<file path="src/rtl/lsu_pkg.sv">
// Shared definitions for the load/store unit: access-size encodings,
// FSM state type, default timeout and the alignment rule.
package lsu_pkg;

  localparam logic [1:0] SZ_B = 2'b00;
  localparam logic [1:0] SZ_H = 2'b01;
  localparam logic [1:0] SZ_W = 2'b10;
  localparam logic [1:0] SZ_X = 2'b11;

  localparam int TIMEOUT_DEFAULT = 16;

  typedef enum logic [2:0] {
    ST_IDLE,
    ST_ISSUE,
    ST_WAIT_R,
    ST_ERR,
    ST_DONE
  } lsu_state_e;

  // Halves need an even address, words a multiple of four; the reserved
  // size code can never be issued and is reported like a misalignment.
  function automatic logic is_misaligned(input logic [1:0] size, input logic [1:0] off);
    logic mis;
    case (size)
      SZ_B:    mis = 1'b0;
      SZ_H:    mis = off[0];
      SZ_W:    mis = (off != 2'b00);
      default: mis = 1'b1;
    endcase
    return mis;
  endfunction

endpackage

</file>
<file path="src/rtl/lsu_lane_align.sv">
// Byte-lane steering between the core and a 32-bit memory word:
// store-data replication with byte enables, and load extract/extend.
module lsu_lane_align
  import lsu_pkg::*;
(
  input  logic        we_i,
  input  logic [1:0]  size_i,
  input  logic        unsigned_i,
  input  logic [1:0]  off_i,
  input  logic [31:0] st_data_i,
  input  logic [31:0] ld_word_i,
  output logic [3:0]  be_o,
  output logic [31:0] st_word_o,
  output logic [31:0] ld_data_o
);

  logic [7:0]  ld_byte;
  logic [15:0] ld_half;
  logic        sext;

  // Replicate store data across all lanes so memory only needs the enables
  always_comb begin
    st_word_o = st_data_i;
    be_o      = 4'b1111;
    if (we_i) begin
      case (size_i)
        SZ_B: begin
          st_word_o = {4{st_data_i[7:0]}};
          be_o      = 4'b0001 << off_i;
        end
        SZ_H: begin
          st_word_o = {2{st_data_i[15:0]}};
          be_o      = off_i[1] ? 4'b1100 : 4'b0011;
        end
        default: begin
          st_word_o = st_data_i;
          be_o      = 4'b1111;
        end
      endcase
    end
  end

  // Pick the addressed byte/half out of the read word and extend it
  always_comb begin
    ld_byte = ld_word_i[{off_i, 3'b000} +: 8];
    ld_half = off_i[1] ? ld_word_i[31:16] : ld_word_i[15:0];
    sext    = ~unsigned_i;
    case (size_i)
      SZ_B:    ld_data_o = {{24{ld_byte[7] & sext}}, ld_byte};
      SZ_H:    ld_data_o = {{16{ld_half[15] & sext}}, ld_half};
      default: ld_data_o = ld_word_i;
    endcase
  end

endmodule

</file>
<file path="src/rtl/load_store_unit.sv">
// Multi-cycle load/store unit: captures a core request, runs one
// valid/ready transaction to data memory, and returns an extended load
// word with a one-cycle completion pulse. Stalls the core through busy.
module load_store_unit
  import lsu_pkg::*;
#(
  parameter int TIMEOUT = TIMEOUT_DEFAULT,
  parameter int ADDR_W  = 32
) (
  input  logic              clk,
  input  logic              rst_n,
  input  logic              req_valid,
  input  logic              req_we,
  input  logic [1:0]        req_size,
  input  logic              req_unsigned,
  input  logic [ADDR_W-1:0] req_addr,
  input  logic [31:0]       req_wdata,
  output logic              busy,
  output logic              rsp_valid,
  output logic [31:0]       rsp_rdata,
  output logic              rsp_err,
  output logic              mem_valid,
  input  logic              mem_ready,
  output logic              mem_we,
  output logic [3:0]        mem_be,
  output logic [ADDR_W-1:0] mem_addr,
  output logic [31:0]       mem_wdata,
  input  logic              mem_rvalid,
  input  logic [31:0]       mem_rdata
);

  localparam logic [7:0] TMO_LAST = 8'(TIMEOUT - 1);

  lsu_state_e        state_q, state_d;
  logic [7:0]        cnt_q, cnt_d;
  logic              err_q, err_d;
  logic              we_q, we_d;
  logic [1:0]        size_q, size_d;
  logic              uns_q, uns_d;
  logic [ADDR_W-1:0] addr_q, addr_d;
  logic [31:0]       wdata_q, wdata_d;
  logic [31:0]       rdata_q, rdata_d;

  logic              tmo;
  logic [3:0]        lane_be;
  logic [31:0]       lane_st_word;
  logic [31:0]       lane_ld_data;

  // Last permitted cycle in ISSUE/WAIT_R; the next edge ends the op with an error
  assign tmo = (cnt_q == TMO_LAST);

  lsu_lane_align u_lane_align (
    .we_i       (we_q),
    .size_i     (size_q),
    .unsigned_i (uns_q),
    .off_i      (addr_q[1:0]),
    .st_data_i  (wdata_q),
    .ld_word_i  (mem_rdata),
    .be_o       (lane_be),
    .st_word_o  (lane_st_word),
    .ld_data_o  (lane_ld_data)
  );

  // Control state: FSM, timeout counter and error flag
  always_ff @(posedge clk or negedge rst_n) begin
    if (!rst_n) begin
      state_q <= ST_IDLE;
      cnt_q   <= '0;
      err_q   <= 1'b0;
    end else begin
      state_q <= state_d;
      cnt_q   <= cnt_d;
      err_q   <= err_d;
    end
  end

  // Captured request and load result; only visible through state-gated outputs
  always_ff @(posedge clk) begin
    we_q    <= we_d;
    size_q  <= size_d;
    uns_q   <= uns_d;
    addr_q  <= addr_d;
    wdata_q <= wdata_d;
    rdata_q <= rdata_d;
  end

  // Next-state logic with request capture, timeout and load-data capture
  always_comb begin
    state_d = state_q;
    cnt_d   = cnt_q;
    err_d   = err_q;
    we_d    = we_q;
    size_d  = size_q;
    uns_d   = uns_q;
    addr_d  = addr_q;
    wdata_d = wdata_q;
    rdata_d = rdata_q;
    case (state_q)
      ST_IDLE: begin
        if (req_valid) begin
          we_d    = req_we;
          size_d  = req_size;
          uns_d   = req_unsigned;
          addr_d  = req_addr;
          wdata_d = req_wdata;
          rdata_d = '0;
          cnt_d   = '0;
          err_d   = 1'b0;
          state_d = is_misaligned(req_size, req_addr[1:0]) ? ST_ERR : ST_ISSUE;
        end
      end
      ST_ERR: begin
        err_d   = 1'b1;
        state_d = ST_DONE;
      end
      ST_ISSUE: begin
        cnt_d = cnt_q + 8'd1;
        if (mem_ready) begin
          if (we_q) begin
            state_d = ST_DONE;
          end else if (mem_rvalid) begin
            rdata_d = lane_ld_data;
            state_d = ST_DONE;
          end else if (tmo) begin
            err_d   = 1'b1;
            state_d = ST_DONE;
          end else begin
            state_d = ST_WAIT_R;
          end
        end else if (tmo) begin
          err_d   = 1'b1;
          state_d = ST_DONE;
        end
      end
      ST_WAIT_R: begin
        cnt_d = cnt_q + 8'd1;
        if (mem_rvalid) begin
          rdata_d = lane_ld_data;
          state_d = ST_DONE;
        end else if (tmo) begin
          err_d   = 1'b1;
          state_d = ST_DONE;
        end
      end
      ST_DONE: begin
        state_d = ST_IDLE;
      end
      default: begin
        state_d = ST_IDLE;
      end
    endcase
  end

  // Outputs decoded from state so reset zeroes them without a clock
  always_comb begin
    busy      = 1'b0;
    rsp_valid = 1'b0;
    rsp_err   = 1'b0;
    rsp_rdata = '0;
    mem_valid = 1'b0;
    mem_we    = 1'b0;
    mem_be    = '0;
    mem_addr  = '0;
    mem_wdata = '0;
    case (state_q)
      ST_IDLE: begin
        busy = req_valid & rst_n;
      end
      ST_ISSUE: begin
        busy      = 1'b1;
        mem_valid = 1'b1;
        mem_we    = we_q;
        mem_be    = lane_be;
        mem_addr  = {addr_q[ADDR_W-1:2], 2'b00};
        mem_wdata = lane_st_word;
      end
      ST_WAIT_R, ST_ERR: begin
        busy = 1'b1;
      end
      ST_DONE: begin
        rsp_valid = 1'b1;
        rsp_err   = err_q;
        rsp_rdata = rdata_q;
      end
      default: begin
        busy = 1'b0;
      end
    endcase
  end

endmodule

</file>
<file path="config.mk">
export PLATFORM = sky130hd
export DESIGN_NAME = load_store_unit
export DESIGN_NICKNAME = d
export VERILOG_FILES = /design/src/rtl/lsu_pkg.sv /design/src/rtl/lsu_lane_align.sv /design/src/rtl/load_store_unit.sv
export SDC_FILE = /design/constraint.sdc
export NUM_CORES = 1
export LEC_CHECK = 0
export ABC_AREA = 0
export BUFFER_PORTS_ARGS = -buffer_cell sky130_fd_sc_hd__buf_2
export CAP_MARGIN = 20
export CORE_ASPECT_RATIO = 1.75
export CORE_UTILIZATION = 54
export DETAILED_ROUTE_END_ITERATION = 8
export GPL_ROUTABILITY_DRIVEN = 0
export PLACE_DENSITY = 0.86
export SLEW_MARGIN = 25
export SYNTH_ARGS = -nofsm -noshare
export SYNTH_HDL_FRONTEND = slang
export SYNTH_SLANG_ARGS = --single-unit
</file>
<file path="constraint.sdc">
create_clock -name clk -period 5.1 [get_ports clk]
set_input_delay 0.765 -clock clk [delete_from_list [all_inputs] [get_ports clk]]
set_output_delay 0.765 -clock clk [all_outputs]
set_load 0.01 [all_outputs]
</file>
# ---- Yosys cells after proc, flatten, opt, wreduce, memory -nomap -nowiden
# Cells that the tools add are included.
dict set report totals {
  regBits 112
  inputBits 105
  out_inout_bits 105
  elab_cells 82
}
dict set report classes {
  add_sub_neg 1
  n_eq_ne 12
  n_shift 2
  muxes 41
  bitwise_logic 4
  n_reduce_logical 13
}
# op count
set op_table {}
lappend op_table {{$mux W32} 8}
lappend op_table {{$pmux W32 S2} 2}
lappend op_table {{$pmux W32 S3} 1}
lappend op_table {{$shiftx A32 B6 Y8} 1}
lappend op_table {{$mux W3} 7}
lappend op_table {{$mux W16} 1}
lappend op_table {{$pmux W8 S2} 1}
lappend op_table {{$mux W4} 3}
lappend op_table {{$pmux W3 S4} 1}
lappend op_table {{$mux W1} 11}
lappend op_table {{$add A8 B1 Y8 const B} 1}
lappend op_table {{$eq A8 B4 Y1 const B} 1}
lappend op_table {{$mux W8} 1}
lappend op_table {{$pmux W4 S2} 1}
lappend op_table {{$eq A3 B2 Y1 const B} 2}
lappend op_table {{$ne A2 B2 Y1 const B} 3}
lappend op_table {{$eq A2 B1 Y1 const B} 2}
lappend op_table {{$logic_not A2 Y1} 2}
lappend op_table {{$pmux W1 S4} 1}
lappend op_table {{$reduce_and A2 Y1} 2}
lappend op_table {{$reduce_and A4 Y1} 1}
lappend op_table {{$reduce_bool A2 Y1} 2}
lappend op_table {{$reduce_bool A4 Y1} 1}
lappend op_table {{$shl A1 B2 Y4 const A} 1}
lappend op_table {{14 further kinds} 16}

# ---- Logic depth before layout (Yosys ltp)
dict set report logic_depth {
  ltp_word 7
  depth_mapped 6
  ltp_nobuf 5
}

# ---- Cells and area by module
# From an unflattened synthesis, not the netlist that was laid out.
dict set report hier_totals {
  cells_unflattened 554
  area_unflattened_um2 6352.3
}
# mod instances cells_each area_per_inst_um2 seq_area_each_um2
set modules_own_cells {}
lappend modules_own_cells {load_store_unit 1 380 5062.4 3303.2}
lappend modules_own_cells {lsu_lane_align 1 174 1290.0 0.0}

# ---- Worst setup path after synthesis
# Ideal clock, no wire load.
dict set report synth_timing {
  kind {in2reg}
  startpoint {in req_valid}
  endpoint {reg rdata_q[0] (enable)}
  setup_time_ns 0.432
  t_arrival_ns 2.903
  required_time_ns 4.668
  setup_slack_ns 1.765
  stages 4
  path_buffers 1
  cell_sequence {nor3_1 > or3b_1 > clkbuf_1 > a21oi_1}
}
dict set report synth_between {
  elab_chain_cells 2
}
# element line
set synth_lines {}
lappend synth_lines {{start: declaration} load_store_unit.sv:12} ;# input logic req_valid,
lappend synth_lines {{$ne A2 B2 Y1 (no line)} -}
lappend synth_lines {{$reduce_and A4 Y1 (no line)} -}
lappend synth_lines {{end signal: assignment} load_store_unit.sv:84} ;# rdata_q <= rdata_d;
lappend synth_lines {{end: declaration} load_store_unit.sv:42} ;# logic [31:0] rdata_q, rdata_d;
# Every way passes these cells.
# A chain may end at the register's enable or synchronous reset.

# ---- Worst setup path in the final report
dict set report layout_timing {
  startpoint {reg size_q[1]}
  endpoint {out mem_wdata[11]}
}
dict set report layout_between {
  elab_chain_cells 4
  elab_cells_between_ends 5
  classes_between {eq/ne (1); mux (3); reduce/logical (1)}
}
# element line
set layout_lines {}
lappend layout_lines {{start: declaration} load_store_unit.sv:38} ;# logic [1:0] size_q, size_d;
lappend layout_lines {{start signal: assignment} load_store_unit.sv:80} ;# size_q <= size_d;
lappend layout_lines {{$eq A2 B1 Y1 or $logic_not A2 Y1 (tied branches)} lsu_lane_align.sv:26} ;# case (size_i)
lappend layout_lines {{$pmux W32 S2 *} lsu_lane_align.sv:26}
lappend layout_lines {{$mux W32 *} lsu_lane_align.sv:25} ;# if (we_i) begin
lappend layout_lines {{$mux W32 *} load_store_unit.sv:165} ;# case (state_q)
lappend layout_lines {{end: declaration} load_store_unit.sv:27} ;# output logic [31:0] mem_wdata,
# Every way passes the cells marked *; elsewhere a longest branch is shown, timed or not.

==> impl_metrics.csv <==
group,metric,value,unit
sta,finalCriticalPeriod,3.492,ns
sta,fmax,286.3,MHz
critical_path,r2r_cells,5,
clocking,cts_htree_levels,3,
layout,area_delta_synth_final,23.69,%
synth,synth-async-reset-ratio,10.71,%
sta,maxSlewViolCount,0,
global_route,grt_pass1_wl,23.53,mm
synth,synth-simple-area-share,20.08,%
critical_path,crit_path_start_kind,"register",
sta,finalCritPeriodShare,68.48,%
die,io_pins,210,
power,combinationalPowerShare,39.2,%
die,die_h,137.7,um
detailed_routing,routedWlPerCell,18.35,um
synth,yosysWarnings,0,
critical_path,worst-setup-path-type,"reg2out",
die,core-area,0.01024,mm2
die,floorplan.initialDensity,55.51,%
worst_hold_path,hp-class,"in2async",
sta,setup_tns,0,ns
synth,synth_edf_count,100,
synth,synth-seq-area-share,58.12,%
clocking,clk_path_buf_depth,2,
run_status,outcome,"finished clean",
global_route,grt_use_total,28.56,%
critical_path,cp_max_fo,30,
power,swShare,39.28,%
power,pwr-share-clk,18.2,%
sta,setup_viol,0,
job,maxCapViolCount,0,
synth,synth_top_family_by_area,"simple AND/OR/NAND/NOR gates",
detailed_routing,drt_first_pass_iters,5,
power,vdd_drop_max,0.3424,mV
critical_path,endpoint_kind,"primary output",
sta,finalHoldViolations,0,
die,rows,49,
place,dpl.hpwl,11.15,mm
synth,synth_xor_area_share,0.4624,%
critical_path,cpPeakStageDelay,0.77,ns
global_route,grt_max_degree,50,
detailed_routing,antenna_left,0,
critical_path,r2r_setup_slack,2.64,ns
layout,diodes,0,
clocking,clk_pin_slew,0.08,ns
die,die_area,0.01095,mm2
synth,synth-seq-cells,112,
critical_path,arrival,2.73,ns
detailed_routing,num_vias,4994,
synth,synth_area,0.005683,mm2
synth,synth_compound_area_share,14.18,%
sta,maxSlewHeadroom,38.36,%
global_route,antenna_found_initial,0,
clocking,cts_buffers,9,
clocking,clock-root-buffer,"clkbuf_16",
clocking,cts_tree,"yes",
sta,timing.hold.ws,0.2992,ns
sta,skew,0.01120,ns
critical_path,cp.depth,5,
place,port_buffers,207,
die,dieWidth,79.55,um
synth,synth_top_flop_cell,"edfxtp_1",
layout,layout-drive-gt1-share,33.38,%
clocking,holdBufCountCts,0,
global_route,grt_pass1_vias,4798,
power,p_per_area,537.7,mW/mm2
critical_path,critical-path-slowest-cell,"edfxtp_1",
synth,syn-instance-count,532,
synth,syn-mean-instance-area,10.68,um2
sta,rsz0062_at_grt,"false",
synth,synthMuxAreaShare,2.862,%
layout,layout.nets,817,
sta,max_slew.worst_pin.slew,0.9236,ns
detailed_routing,drt_iter0_drc,483,
detailed_routing,drc,0,
critical_path,crit_family,"simple AND/OR/NAND/NOR gates",
detailed_routing,drt_wl_total,15.47,mm
synth,synth.distinct_cells,53,
global_route,overflow,0,
clocking,clock_sinks,112,
critical_path,worstPathCellList,"nand2b_1, nor2_1, nand2_1, a21oi_1, buf_2",
power,power.switching,1.485,mW
synth,synth-adder-area-share,0.2202,%
critical_path,cp_data_required_time,4.34,ns
clocking,clk_latency,0.35,ns
critical_path,cp.buffers_inverters,1,
power,pwr-share-seq,42.7,%
clocking,cts_setup_buffers,0,
power,cellLeakagePower,3.187,nW
power,intPower,2.295,mW
detailed_routing,viasPerCell,5.924,
clocking,cts_resized,0,
synthesized netlist by cell type, types with 2 or more instances:
master	instances	area, um2
a211oi_1	15	112.6
a21oi_1	51	255.2
a22o_1	3	26.28
and2_1	41	256.5
and3_1	35	219.0
buf_1	3	11.26
buf_2	11	55.05
buf_4	4	30.03
clkbuf_1	27	101.4
dfrtp_1	12	300.3
edfxtp_1	100	3003
inv_1	7	26.28
mux2i_1	14	140.1
nand2_1	58	217.7
nand2b_1	14	87.58
nand3_1	5	25.02
nor2_1	22	82.58
nor2b_1	7	43.79
nor3_1	8	40.04
nor3b_1	4	30.03
o211ai_1	2	15.01
o21ai_0	35	175.2
o21ai_1	4	20.02
o22ai_1	12	75.07
o31ai_1	2	15.01
or3_1	8	50.05
xnor2_1	2	17.52
metal layers:
layer | part of all wire [%] | global-route usage (%) | vias up
met5 | 0 | 0 | -
met4 | 4.4 | 16.06 | 0
met3 | 8.4 | 7.020 | 48
met2 | 52 | 49.48 | 317
met1 | 35 | 31.45 | 2336
li1 | - | - | 2293
final cells by class:
type                            instances  area, um2
Tap cell                              127      158.9
Timing Repair Buffer                  212       1081
Inverter                                8      30.03
Clock inverter                          6      60.06
Clock buffer                           10      229.0
Sequential cell                       112       3303
Fill cell                             760       3209
Multi-Input combinational cell        368       2167
power groups by stage:
stage               clock (mW)  sequential, mW  combinational [mW]
floorplan                    0            1.54                1.03
global placement             0            1.62                1.40
detailed placement           0            1.63                1.45
CTS                      0.692            1.61                1.47
global route             0.727            1.65                1.63
finish                   0.686            1.61                1.48
cells in the final DEF (no fill, tap or decap), types with 2 or more instances in the layout:
cell	n
and2_1	41
nand2b_1	14
inv_6	4
nor2b_1	6
conb_1	2
edfxtp_1	100
inv_1	6
a22o_1	3
nand3_1	5
nor3b_1	4
clkbuf_16	9
and3_1	35
mux2i_1	14
nor2_1	22
xnor2_1	2
inv_2	2
o21ai_1	4
nor3_1	8
or3_1	8
dfrtp_1	12
a21oi_1	50
a211oi_1	15
o21ai_0	35
nand2_1	58
o211ai_1	2
buf_2	207
buf_4	4
o31ai_1	2
o22ai_1	12
state kept, by name, summed over array words and instances (netlist names):
signal and cells:
addr_q 32, rdata_q 32, wdata_q 32, cnt_q 8, state_q 3, size_q 2, err_q 1, uns_q 1
we_q 1
kinds of logic (layout without fill, tap and decap cells):
kind of cell | after synthesis | after routing
xor+xnor | 3 | 3
other cells | 1 | 2
buf+inv | 53 | 236
simple gates | 212 | 212
flops | 112 | 112
compound gates | 135 | 135
mux | 15 | 15
fa+ha+maj | 1 | 1
per-stage QoR:
| stage | std cells | setup WS, ns | util [%] | power, mW | area [um2] |
|---|---|---|---|---|---|
| 2_1_floorplan | 533 | 1.765 | - | 2.566 | 5687 |
| 3_3_place_gp | 826 | 2.110 | 65.64 | 3.013 | 6720 |
| 3_5_place_dp | 826 | 2.029 | 65.64 | 3.088 | 6720 |
| 4_1_cts | 842 | 1.634 | 68.46 | 3.776 | 7009 |
| 5_1_grt | 843 | 1.383 | 68.65 | 4.003 | 7029 |
| 6_report | 843 | 1.608 | 68.65 | 3.780 | 7029 |
path summary, 6_finish.rpt:
kind,from,to
worst max-delay path,size_q[1],mem_wdata[11]
worst min-delay path,rst_n,cnt_q[5]
worst max register to register,state_q[2],addr_q[25]
worst min register to register,cnt_q[0],cnt_q[0]
max in group asynchronous,rst_n,state_q[0]
min in group clk,cnt_q[0],cnt_q[0]
worst reg2reg max path, cell delays in order (launching register included):
cell	delay, ns
dfrtp_1	0.38
buf_4	0.26
nor3_1	0.25
nand2_1	0.12
inv_2	0.63
buf_4	0.48
Power figures use the tool's default switching activity.
